## src/rtl/vga_pkg.sv

```systemverilog
// vga_pkg: shared frame geometry defaults and address generator state encoding
package vga_pkg;
    localparam int H_PIXELS = 320;
    localparam int V_LINES  = 240;
    localparam int N        = H_PIXELS * V_LINES;
    typedef enum logic [0:0] {
        IDLE   = 1'b0,
        ACTIVE = 1'b1
    } state_e;
endpackage

```

## src/rtl/address_generator_pixel_counter.sv

```systemverilog
// pixel_counter: column/row position counters with end-of-line and end-of-frame wrap flags
module pixel_counter #(
    parameter int H_PIXELS = 320,
    parameter int V_LINES  = 240
) (
    input  logic clk_i,
    input  logic rst_ni,
    input  logic clr_i,
    input  logic inc_i,
    output logic col_wrap_o,
    output logic row_wrap_o
);
    localparam int CW = (H_PIXELS > 1) ? $clog2(H_PIXELS) : 1;
    localparam int RW = (V_LINES > 1) ? $clog2(V_LINES) : 1;

    logic [CW-1:0] col_q, col_d;
    logic [RW-1:0] row_q, row_d;

    assign col_wrap_o = (col_q == CW'(H_PIXELS - 1));
    assign row_wrap_o = (row_q == RW'(V_LINES - 1));

    always_comb begin
        col_d = col_q;
        row_d = row_q;
        if (clr_i) begin
            col_d = '0;
            row_d = '0;
        end else if (inc_i) begin
            col_d = col_wrap_o ? '0 : col_q + CW'(1);
            row_d = !col_wrap_o ? row_q : (row_wrap_o ? '0 : row_q + RW'(1));
        end
    end

    always_ff @(posedge clk_i or negedge rst_ni) begin
        if (!rst_ni) begin
            col_q <= '0;
            row_q <= '0;
        end else begin
            col_q <= col_d;
            row_q <= row_d;
        end
    end
endmodule

```

## src/rtl/address_generator.sv

```systemverilog
// address_generator: streams row-major frame-buffer read addresses with start/end-of-packet flags
module address_generator #(
    parameter int H_PIXELS = vga_pkg::H_PIXELS,
    parameter int V_LINES  = vga_pkg::V_LINES,
    parameter int ADDR_W   = 17
) (
    input  logic              clk_25_vga,
    input  logic              reset_n,
    input  logic              resend,
    input  logic              vga_ready,
    output logic              vga_start_out,
    output logic              vga_end_out,
    output logic [ADDR_W-1:0] rdaddress
);
    import vga_pkg::*;

    localparam int N_PIX = H_PIXELS * V_LINES;

    state_e            state_q, state_d;
    logic [ADDR_W-1:0] addr_q, addr_d;
    logic              active, consume, col_wrap, row_wrap;

    assign active  = (state_q == ACTIVE);
    assign consume = active && vga_ready && !resend;

    pixel_counter #(
        .H_PIXELS(H_PIXELS),
        .V_LINES (V_LINES)
    ) u_pc (
        .clk_i     (clk_25_vga),
        .rst_ni    (reset_n),
        .clr_i     (!active || resend),
        .inc_i     (consume),
        .col_wrap_o(col_wrap),
        .row_wrap_o(row_wrap)
    );

    // The frame wrap comes from the position counters, so rdaddress never relies on overflow
    always_comb begin
        state_d = resend ? IDLE : ACTIVE;
        addr_d  = addr_q;
        if (resend || !active)
            addr_d = '0;
        else if (vga_ready)
            addr_d = (col_wrap && row_wrap) ? '0 : addr_q + ADDR_W'(1);
    end

    always_ff @(posedge clk_25_vga or negedge reset_n) begin
        if (!reset_n) begin
            state_q <= IDLE;
            addr_q  <= '0;
        end else begin
            state_q <= state_d;
            addr_q  <= addr_d;
        end
    end

    assign rdaddress     = addr_q;
    assign vga_start_out = active && (addr_q == '0);
    assign vga_end_out   = active && (addr_q == ADDR_W'(N_PIX - 1));
endmodule

```

## config.mk

```make
export PLATFORM = sky130hd
export DESIGN_NAME = address_generator
export DESIGN_NICKNAME = d
export VERILOG_FILES = /design/src/rtl/vga_pkg.sv /design/src/rtl/address_generator_pixel_counter.sv /design/src/rtl/address_generator.sv
export SDC_FILE = /design/constraint.sdc
export NUM_CORES = 1
export LEC_CHECK = 0
export ABC_AREA = 0
export BUFFER_PORTS_ARGS = -buffer_cell sky130_fd_sc_hd__buf_2
export CORE_MARGIN = 3
export CORE_UTILIZATION = 40
export CTS_CLUSTER_DIAMETER = 200
export DETAILED_ROUTE_END_ITERATION = 6
export PLACE_DENSITY = 0.59
export SLEW_MARGIN = 20
export SYNTH_ARGS = -nofsm -noshare
export SYNTH_HDL_FRONTEND = slang
export SYNTH_SLANG_ARGS = --single-unit
```

## constraint.sdc

```tcl
create_clock -name clk_25_vga -period 1.6 [get_ports clk_25_vga]
set_input_delay 0.32 -clock clk_25_vga [delete_from_list [all_inputs] [get_ports clk_25_vga]]
set_output_delay 0.32 -clock clk_25_vga [all_outputs]
set_load 0.02 [all_outputs]
```

==> flow_metrics.py <==
metrics = {
    "cells_and_area": {
        "drive_above_1_share": 0.446,
        "nNetsFinal": 332,
        "layoutNonFillerInstCount": 392,
        "syn_to_final_growth_pct": 47.3,
        "final_area_um2": 3100,
        "antenna_cells": 0,
    },
    "detailed_routing": {
        "vias": 2216,
        "routed_via_density": 5.65,
        "drc_errors": 0,
        "drtIter0Drc": 197,
        "wl_per_cell_um": 15.9,
        "ant_nets": 0,
        "wirelength_mm": 6.24,
        "drt_pass1_iterations": 4,
    },
    "timing": {
        "rsz0062_at_grt": "yes",
        "period_minus_slack_ns": 1.95,
        "skew_ns": 0.00511,
        "report.final.slew_viol_count": 0,
        "fmax_mhz": 514,
        "worst_pin_slew_ns": 0.420,
        "setup_viol": 7,
        "holdWs_ns": 0.244,
        "finalHoldViolations": 0,
        "finalCritPeriodShare": 1.22,
        "slew_headroom": 0.720,
        "worst_slack_ns": -0.346,
    },
    "outcome": {
        "status": "finished, violations left",
        "violations": "setup timing",
    },
    "grt": {
        "grt-ovfl-total": 0,
        "grt_pass1_wl_mm": 9.76,
        "track_usage": 0.199,
        "antenna_found_initial": 0,
        "grt_max_degree": 21,
        "grt_pass1_vias": 2014,
    },
    "pwr": {
        "swShare": 0.256,
        "p_sw_w": 0.000430,
        "p_int_w": 0.00125,
        "p_leak_nw": 1.37,
        "comb_power_share": 0.086,
        "clkPwrFrac": 0.382,
        "power.density_nw_per_um2": 543,
        "p_seq_frac": 0.532,
        "vdd_ir_drop_max_mv": 0.355,
    },
    "synth": {
        "syn-num-nets": 246,
        "synth-async-reset-ratio": 1.00,
        "ys_ff_latch": 35,
        "synth_top_cell_area_share": 0.417,
        "synthFlopType": "dfrtp_1",
        "syn_area_per_cell_um2": 8.83,
        "ys_warn_count": 0,
        "synth_top_cells_by_count": "35 x dfrtp_1, 25 x nand2_1, 21 x nand3_1",
        "synth_cells": 238,
        "synth_area_leaders": "dfrtp_1 42%, nand3_1 5.0%, a31oi_1 4.8%",
        "synth_area_leader_cell": "dfrtp_1",
        "ys_seq_area_frac": 0.417,
        "synth_edf_count": 0,
        "yosysMostFrequentCell": "dfrtp_1",
        "yosysUniqueCellTypes": 47,
        "synth.cell_area_um2": 2100,
    },
    "clock_tree": {
        "htreeDepth": 2,
        "numCtsBuffers": 5,
        "cts_sinks": 35,
        "cts_tree": "done",
        "ctsLongestPathBuffers": 2,
        "root_buffer": "clkbuf_8",
        "path_clk_slew_ns": 0.07,
        "clock_latency_ns": 0.30,
    },
    "setup_path": {
        "cp_max_fo": 3,
        "crit_path_end_kind": "primary output",
        "arrival_ns": 1.63,
        "setup.worst_path.start_class": "register",
        "r2r-start": "rdaddress[1]$_DFFE_PN0P_",
        "worstSetupStartpoint": "rdaddress[4]$_DFFE_PN0P_",
        "required_ns": 1.28,
        "criticalPathCategory": "register to primary output",
    },
    "die": {
        "std_cell_rows": 25,
        "chipHeight_um": 78.5,
        "die_w_um": 78.5,
        "initial_core_util": 0.428,
        "core-area_um2": 4910,
        "die_area_um2": 6160,
        "ios": 23,
    },
    "hold_path": {
        "hold_class": "input pin to register",
        "min_from": "resend",
    },
    "placed_design": {
        "hpwl_mm": 4.22,
        "gp_congestion": 0.874,
        "portBuffers": 22,
        "dp.cells": 362,
        "postPlaceCellArea_um2": 2650,
        "place_ws_ns": -0.0598,
    },
    "job": {
        "cap_viol_max_count": 0,
    },
}
[final cells by class]
cell class | count | area (µm²)
clock buffers | 7 | 76.3
multi-input cells | 180 | 1330
well taps | 67 | 83.8
repair buffers | 93 | 687
clock inverters | 1 | 5.00
inverters | 9 | 33.8
flip-flops and latches | 35 | 885
fillers | 430 | 1810
[cells in the final DEF, fill, tap and decap left out, types with 8 or more instances in the layout]
cell type	n
buf_4	63
dfrtp_1	28
nand4_1	15
nand3_1	16
a21oi_1	8
nand2_1	22
a31oi_1	13
nor2_1	16
buf_2	21
[power groups by stage]
stage          Clock (W)  Combinational [W]  Sequential (W)
5_1_grt         0.000698           0.000159        0.000894
2_1_floorplan          0          0.0000583        0.000914
3_3_place_gp           0           0.000125        0.000911
6_report        0.000642           0.000144        0.000894
4_1_cts         0.000654           0.000137        0.000894
3_5_place_dp           0           0.000126        0.000911
[cell families after synthesis]
group                      after synthesis  synth area share
xor gates and xnor gates                 8            0.0333
DFF                                     35             0.417
adders and majority gates                4            0.0238
muxes                                    5            0.0238
buffers and inverters                   23            0.0548
AOI/OAI and AO/OA                       46             0.140
and+or+nand+nor                        117             0.308
[metrics by stage]
stage | total power (W) | utilization | TNS, ns
global placement | 0.00104 | 0.540 | -0.182
floorplan | 0.000973 | - | -0.325
CTS | 0.00168 | 0.571 | -0.819
detailed placement | 0.00104 | 0.540 | -0.244
finish | 0.00168 | 0.631 | -0.921
global route | 0.00175 | 0.631 | -1.80
[metal layers]
layer	global-route usage	wire length, µm
met2	0.297	2880
met4	0.0769	101
met1	0.289	2900
met5	0	0
met3	0.0275	360
[registers in the layout, indices dropped and copies added (netlist names)]
signal / flops
active: 1
u_pc.row_q: 8
u_pc.col_q: 9
rdaddress: 17
[final timing paths]
check / slack (ns) / cells after the start / to
worst max-delay path: -0.35 / 3 / vga_start_out
worst max register to register: -0.16 / 6 / rdaddress[16]$_DFFE_PN0P_
worst min register to register: 0.51 / 1 / u_pc.row_q[7]$_DFFE_PN0P_
min in group asynchronous: 0.48 / 2 / u_pc.row_q[3]$_DFFE_PN0P_
max in group asynchronous: 0.65 / 3 / rdaddress[8]$_DFFE_PN0P_
worst min-delay path: 0.24 / 2 / active$_DFF_PN0_
[worst max-delay path, stage by stage (launching register included)]
cell	delay, ns
dfrtp_2	0.43
or4_4	0.56
nor3_4	0.20
buf_6	0.14
[repair_timing]
action / in CTS / in global routing
gates cloned: 0 / 3
endpoints found under the hold margin: 15 / 0
setup buffers: 3 / 16
pin swaps: 4 / 16
gates resized for setup: 11 / 35
hold buffers: 1 / 0
setup endpoints to repair: 9 / 25
(Power assumes the default switching activity.)
